`config.mk`:
```
export PLATFORM = sky130hd
export DESIGN_NAME = fetch_stage
export DESIGN_NICKNAME = d
export VERILOG_FILES = /design/src/rtl/cpu_pkg.sv /design/src/rtl/jal_predecode.sv /design/src/rtl/fetch_stage.sv
export SDC_FILE = /design/constraint.sdc
export NUM_CORES = 1
export LEC_CHECK = 0
export ABC_AREA = 1
export BUFFER_PORTS_ARGS = -buffer_cell sky130_fd_sc_hd__buf_2
export CAP_MARGIN = 20
export CORE_ASPECT_RATIO = 0.5
export CORE_MARGIN = 1
export CORE_UTILIZATION = 35
export CTS_BUF_LIST = sky130_fd_sc_hd__clkbuf_16
export CTS_CLUSTER_SIZE = 24
export DETAILED_ROUTE_END_ITERATION = 10
export PLACE_DENSITY = 0.66
export SYNTH_ARGS = -nofsm -noshare
export SYNTH_HDL_FRONTEND = slang
export SYNTH_SLANG_ARGS = --single-unit
```
`constraint.sdc`:
```
create_clock -name clk -period 1.44 [get_ports clk]
set_input_delay 0.144 -clock clk [delete_from_list [all_inputs] [get_ports clk]]
set_output_delay 0.144 -clock clk [all_outputs]
set_load 0.02 [all_outputs]
```
`src/rtl/cpu_pkg.sv`:
```
// Shared CPU definitions: bubble instruction, opcodes, fetch FSM states and the IF/ID record.
package cpu_pkg;

    localparam logic [31:0] NOP_INSTR = 32'h0000_0013;
    localparam logic [6:0]  OP_JAL    = 7'b1101111;

    typedef enum logic {
        ST_BOOT = 1'b0,
        ST_RUN  = 1'b1
    } fetch_state_e;

    typedef struct packed {
        logic [31:0] idata;
        logic [31:0] pc;
        logic        valid;
        logic        pred_taken;
    } if_id_t;

endpackage

```
`src/rtl/jal_predecode.sv`:
```
// Combinational JAL detector; extracts the sign-extended J-type immediate.
module jal_predecode
    import cpu_pkg::*;
(
    input  logic [31:0] instr,
    output logic        is_jal,
    output logic [31:0] jimm
);

    // rd is irrelevant to steering fetch
    logic unused_rd_bits;

    assign unused_rd_bits = ^instr[11:7];
    assign is_jal = (instr[6:0] == OP_JAL);
    assign jimm   = {{11{instr[31]}}, instr[31], instr[19:12], instr[20], instr[30:21], 1'b0};

endmodule

```
`src/rtl/fetch_stage.sv`:
```
// Instruction fetch stage with PC, IF/ID register, stall/redirect handling.
// Optional JAL predecode steering is enabled by defining FETCH_JAL_PREDECODE_EN.
module fetch_stage
    import cpu_pkg::*;
#(
    parameter logic [31:0] RESET_PC = 32'h0000_0000
) (
    input  logic         clk,
    input  logic         reset,
    input  logic         if_stall_in,
    input  logic         if_redirect_in,
    input  logic [31:0]  if_target_in,
    output logic [31:0]  imem_addr_out,
    input  logic [31:0]  imem_rdata_in,
    output logic [31:0]  if_idata_out,
    output logic [31:0]  if_pc_out,
    output logic         if_valid_out,
    output logic         if_pred_taken_out,
    output fetch_state_e dbg_state
);

    fetch_state_e state_q, state_d;
    logic [31:0]  pc_q;
    logic [31:0]  next_addr;
    logic [31:0]  target_al;
    logic         hold;
    if_id_t       if_id_q, if_id_d, bubble;

    assign target_al = if_target_in & ~32'h0000_0003;
    assign bubble    = '{idata: NOP_INSTR, pc: pc_q, valid: 1'b0, pred_taken: 1'b0};

`ifdef FETCH_JAL_PREDECODE_EN
    logic        is_jal;
    logic [31:0] jimm;

    jal_predecode u_predecode (
        .instr  (imem_rdata_in),
        .is_jal (is_jal),
        .jimm   (jimm)
    );
`endif

    always_ff @(posedge clk) begin
        if (reset) state_q <= ST_BOOT;
        else       state_q <= state_d;
    end

    always_comb begin
        state_d = state_q;
        if (state_q == ST_BOOT) state_d = ST_RUN;
    end

    // Next fetch address and IF/ID load value; redirect beats stall.
    always_comb begin
        next_addr = RESET_PC;
        if_id_d   = bubble;
        hold      = 1'b0;
        if (reset) begin
            next_addr = RESET_PC;
        end else if (state_q == ST_BOOT) begin
            next_addr = if_redirect_in ? target_al : RESET_PC;
        end else if (if_redirect_in) begin
            next_addr = target_al;
        end else if (if_stall_in) begin
            next_addr = pc_q;
            hold      = 1'b1;
            if_id_d   = if_id_q;
`ifdef FETCH_JAL_PREDECODE_EN
        end else if (is_jal) begin
            next_addr = pc_q + jimm;
            if_id_d   = '{idata: imem_rdata_in, pc: pc_q, valid: 1'b1, pred_taken: 1'b1};
`endif
        end else begin
            next_addr = pc_q + 32'd4;
            if_id_d   = '{idata: imem_rdata_in, pc: pc_q, valid: 1'b1, pred_taken: 1'b0};
        end
    end

    always_ff @(posedge clk) begin
        if (reset) begin
            pc_q    <= RESET_PC;
            if_id_q <= '{idata: NOP_INSTR, pc: RESET_PC, valid: 1'b0, pred_taken: 1'b0};
        end else begin
            if (!hold) pc_q <= next_addr;
            if_id_q <= if_id_d;
        end
    end

    assign imem_addr_out     = next_addr;
    assign if_idata_out      = if_id_q.idata;
    assign if_pc_out         = if_id_q.pc;
    assign if_valid_out      = if_id_q.valid;
    assign if_pred_taken_out = if_id_q.pred_taken;
    assign dbg_state         = state_q;

endmodule

```
; ---- Yosys cells after proc, flatten, opt, wreduce, memory -nomap -nowiden
; Index checks and enable logic that the tools add are counted.
[word_totals]
reg_bits = 98
input_bits = 68
output_inout_bits = 99
[classes]
addsub = 1
n_eq_ne = 1
mux = 13
bitwise = 1
n_reduce_logical = 1
[op_table]
columns = cell, count
row1 = $mux W32, 5
row2 = $mux W34, 3
row3 = $add A32 B3 Y32 const B, 1
row4 = $mux W1, 5
row5 = $ne A3 B3 Y1 const B, 1
row6 = $reduce_or A3 Y1, 1
row7 = $not A1 Y1, 1

; ---- Depth between registers and ports, before layout
[logic_depth]
depth_word = 5
depth_mapped = 9

; ---- Least setup slack after synthesis
; Ideal clock, no wire load.
[synth_timing]
path_kind = flip-flop to output port
from = reg state_q, in the netlist dbg_state
to = out imem_addr_out[0]
arrival_ns = 1.544
setup_slack_ns = -0.248
stages_incl_launch_ff = 8
n_path_buf = 1
path_cell_list = dfxtp_1 inv_1 nor2_2 inv_2 nor2_2 inv_2 clkbuf_1 nor2_1
[synth_via]
elab_chain_len = 2
[synth_rtl]
columns = element, line
row1 = start: declaration, fetch_stage.sv:22  ; fetch_state_e state_q, state_d;
row2 = start signal: assignment, fetch_stage.sv:45  ; else state_q <= state_d;
row3 = $mux W32, fetch_stage.sv:60  ; end else if (state_q == ST_BOOT) begin
row4 = $mux W32, fetch_stage.sv:58  ; if (reset) begin
row5 = end: declaration, fetch_stage.sv:13  ; output logic [31:0] imem_addr_out,
; No other way between the ends.

; ---- Worst setup path after layout
[layout_timing]
from = reg pc_q[3]
to = out imem_addr_out[30]
[layout_via]
elab_chain_len = 5
[layout_rtl]
columns = element, line
row1 = start: declaration, fetch_stage.sv:23  ; logic [31:0] pc_q;
row2 = start signal: assignment, fetch_stage.sv:84  ; if (!hold) pc_q <= next_addr;
row3 = $add A32 B3 Y32, fetch_stage.sv:74  ; next_addr = pc_q + 32'd4;
row4 = $mux W32, fetch_stage.sv:64  ; end else if (if_stall_in) begin
row5 = $mux W32, fetch_stage.sv:62  ; end else if (if_redirect_in) begin
row6 = $mux W32, fetch_stage.sv:60
row7 = $mux W32, fetch_stage.sv:58
; No other way between the ends.

==> key figures <==
Cells and area
  • P&R area growth vs syn: 76.76%
  • Fin nets: 938
  • Antenna cells: 0
  • Layout cells sized above 1: 0.5384
  • # fillers: 932
  • Register area: 1988 µm²
  • Area of the multi-input gates: 2902 µm²
  • Non-Filler Instances: 1038
  • Post-Route Utilization: 0.6398

Job
  • # Max-Cap Violations: 0

Synthesis
  • Synthesized-area fraction occupied by adder cells: 0.005804
  • Number of distinct library cells after synthesis: 26
  • Synth Area in Compound Gates: 0.1999
  • Largest family of logic cells by synthesized area: simple AND/OR/NAND/NOR gates
  • Post-synth top area share: 0.4550
  • Area leader, netlist: dfxtp_1
  • Mapped Nets: 687
  • Seq cells post-synth: 98
  • Synth Instances: 617
  • Simple-gate share of the synthesized area: 0.2623
  • Syn Std Cell Area: 4312 µm²
  • Synthesized area per cell: 6.988 µm²
  • Synth Area in XOR/XNOR: 0
  • Most area-consuming cells after synthesis: dfxtp_1, a21oi_1, nand2_1
  • Sequential share of the synthesized area: 0.4550
  • YS warnings: 0
  • Mux contribution to synthesized area: 0

Place
  • Post-Place Cells: 968
  • Port bufs: 163
  • Pre-CTS setup slack: -0.3215 ns
  • HPWL after DPL: 9317 µm
  • Routability cong.: 0.8856

Setup path
  • CP top delay family: simple AND/OR/NAND/NOR gates
  • Worst path buffer plus inverter count: 2
  • CP endpoint kind: output port
  • Slowest stage cell, crit path: dfxtp_4
  • Crit-path cells: ha_4 > nand2_4 > nor2_4 > nand3_4 > buf_4 > nor2_2 > nand3_1 > nand3_2 > a21oi_4 > buf_6
  • Slowest stage delay, CP: 0.37 ns
  • Worst Path Max Fanout: 6
  • CP arrival: 2.00 ns
  • Setup CP Type: reg2out
  • Worst EP required: 1.30 ns
  • Kind of start point of the critical path: flip-flop

Routing
  • Detailed Route Iter0 Violations: 334
  • Post-route ant nets: 0
  • Routed vias: 5350
  • WL per Instance: 16.43 µm
  • Router iterations before antenna repair: 5
  • Final WL: 17050 µm
  • Post-DR vias/cell: 5.154
  • DRC violations left: 0

Timing
  • Hold Vio Cnt, Final: 0
  • Max-slew violation count: 0
  • Final setup margin: -0.7015 ns
  • RSZ-0062 raised after global routing: yes
  • Hold slack: 0.01219 ns
  • Period utilization: 1.487
  • Tmin final: 2.142 ns
  • Worst Skew: 0.006002 ns
  • Fmax: 467.0 MHz
  • Setup TNS: -24.53 ns
  • Final setup viols: 86

Global routing
  • GRT overflow: 0
  • Vias in the first global route: 4652
  • Total GRT Usage: 0.2084
  • Initial antenna violation count: 0
  • Pin count of the biggest net entering global routing: 39
  • First-pass GRT wire length: 21460 µm

Hold path
  • Type of the worst min-delay path: in2reg

Power
  • Pwr per Cell Area: 837.6 nW/µm²
  • Leakage: 3.238 nW
  • Maximum vdd ir drop: 0.4781 mV

CTS
  • CTS tree: built
  • H-tree levels: 3
  • CTS clk-pin slew, worst paths: 0.07 ns
  • Hold-fix buffers, CTS: 0
  • Max clock buf depth: 2
  • Clock root buffer: clkbuf_16
  • Clk sinks: 98
  • CTS Buf Count: 9
  • Clk_lat worst skew: 0.35 ns

Floorplan
  • Initial Util: 0.3620
  • # rows: 28
  • Die height: 80.48 µm
  • Boundary Pins: 167
  • Area of the die: 12790 µm²
  • Die width: 159.0 µm
  • Core Region: 11910 µm²

Status
  • Failing checks: negative setup slack
  • Status: complete, but fails checks
-- Yosys cell counts (all sizes together) --
master	n
nor3	3
nor2	48
a21oi	120
a22o	1
dfxtp	98
o21ai	46
buf	9
nand4	1
and3	1
inv	52
o211ai	1
a22oi	2
clkbuf	23
conb	1
ha	2
nand2	160
nand3	49
-- where the power goes --
part | switching, mW | leakage, nW | total [mW] | internal, mW
Clock | 1.09 | 0.131 | 2.26 | 1.17
Sequential | 0.0931 | 0.807 | 2.91 | 2.82
Combinational | 0.698 | 2.30 | 1.22 | 0.519
-- tightest hold or removal path, cell delays in order --
cell and delay [ns]:
buf_2 0.08, nand2_1 0.04, nand3_1 0.06
-- layout by cell type (no fill, tap or decap), types with 6 or more instances in the layout --
| cell | n |
|---|---|
| a21oi_1 | 62 |
| dfxtp_2 | 9 |
| a21oi_2 | 42 |
| buf_12 | 6 |
| buf_4 | 80 |
| buf_6 | 42 |
| nor2_1 | 26 |
| nor2_2 | 8 |
| nand2_1 | 148 |
| nand3_4 | 6 |
| nand2_2 | 9 |
| a21oi_4 | 16 |
| dfxtp_1 | 85 |
| buf_2 | 135 |
| nor2_4 | 14 |
| o21ai_4 | 7 |
| nand3_2 | 19 |
| nand3_1 | 24 |
| clkbuf_16 | 15 |
| inv_1 | 45 |
| o21ai_2 | 35 |
-- state kept, by name (all words and copies together), names as in the netlist --
signal	flops
dbg_state	1
if_idata_out	32
if_pc_out	32
if_valid_out	1
pc_q	32
-- timing repair --
action                                  CTS  global route
setup buffers                            27            24
endpoints found under the setup margin   53            91
gates cloned                              0            11
pin swaps                                16            42
endpoints found under the hold margin     0             0
resized for setup                       102           179
-- metal layers --
metal  track usage  up-vias  part of all wire
met2        0.3702      247              0.48
met3       0.05888       64             0.071
li1              -     2538                 -
met4       0.07115        0             0.031
met5             0        -                 0
met1        0.2439     2501              0.42
-- layout make-up --
cell class	count	share of cell area
multi-input cells	436	0.3807
flip-flops and latches	98	0.2609
clock inverters	7	0.005582
clock buffers	9	0.02955
repair buffers	271	0.2689
well taps	165	0.02709
inverters	52	0.02725
-- through the flow --
step	cell area, µm²	power [mW]
after floorplan	4551	3.445
after global placement	5929	3.814
after detailed placement	5929	3.822
after CTS	6698	6.145
after global routing	7621	6.610
final	7621	6.383
-- cells by family (layout without fill, tap and decap cells) --
family,after synthesis,count (layout)
AO/OA/AOI/OAI,170,170
adder cells (fa/ha/maj),2,2
buffers and inverters,84,339
flip-flops,98,98
other,1,1
AND/OR/NAND/NOR,262,263
-- path summary, 6_finish.rpt --
path / start / depth (start not counted) / slack (ns) / endpoint
hold / removal: imem_rdata_in[1] / 3 / 0.01 / if_idata_out[1]
hold reg to reg: if_idata_out[10] / 2 / 0.46 / if_idata_out[10]
setup / recovery: pc_q[3] / 10 / -0.70 / imem_addr_out[30]
setup reg to reg: dbg_state / 10 / -0.43 / pc_q[2]
Power figures use the tool's default switching activity.
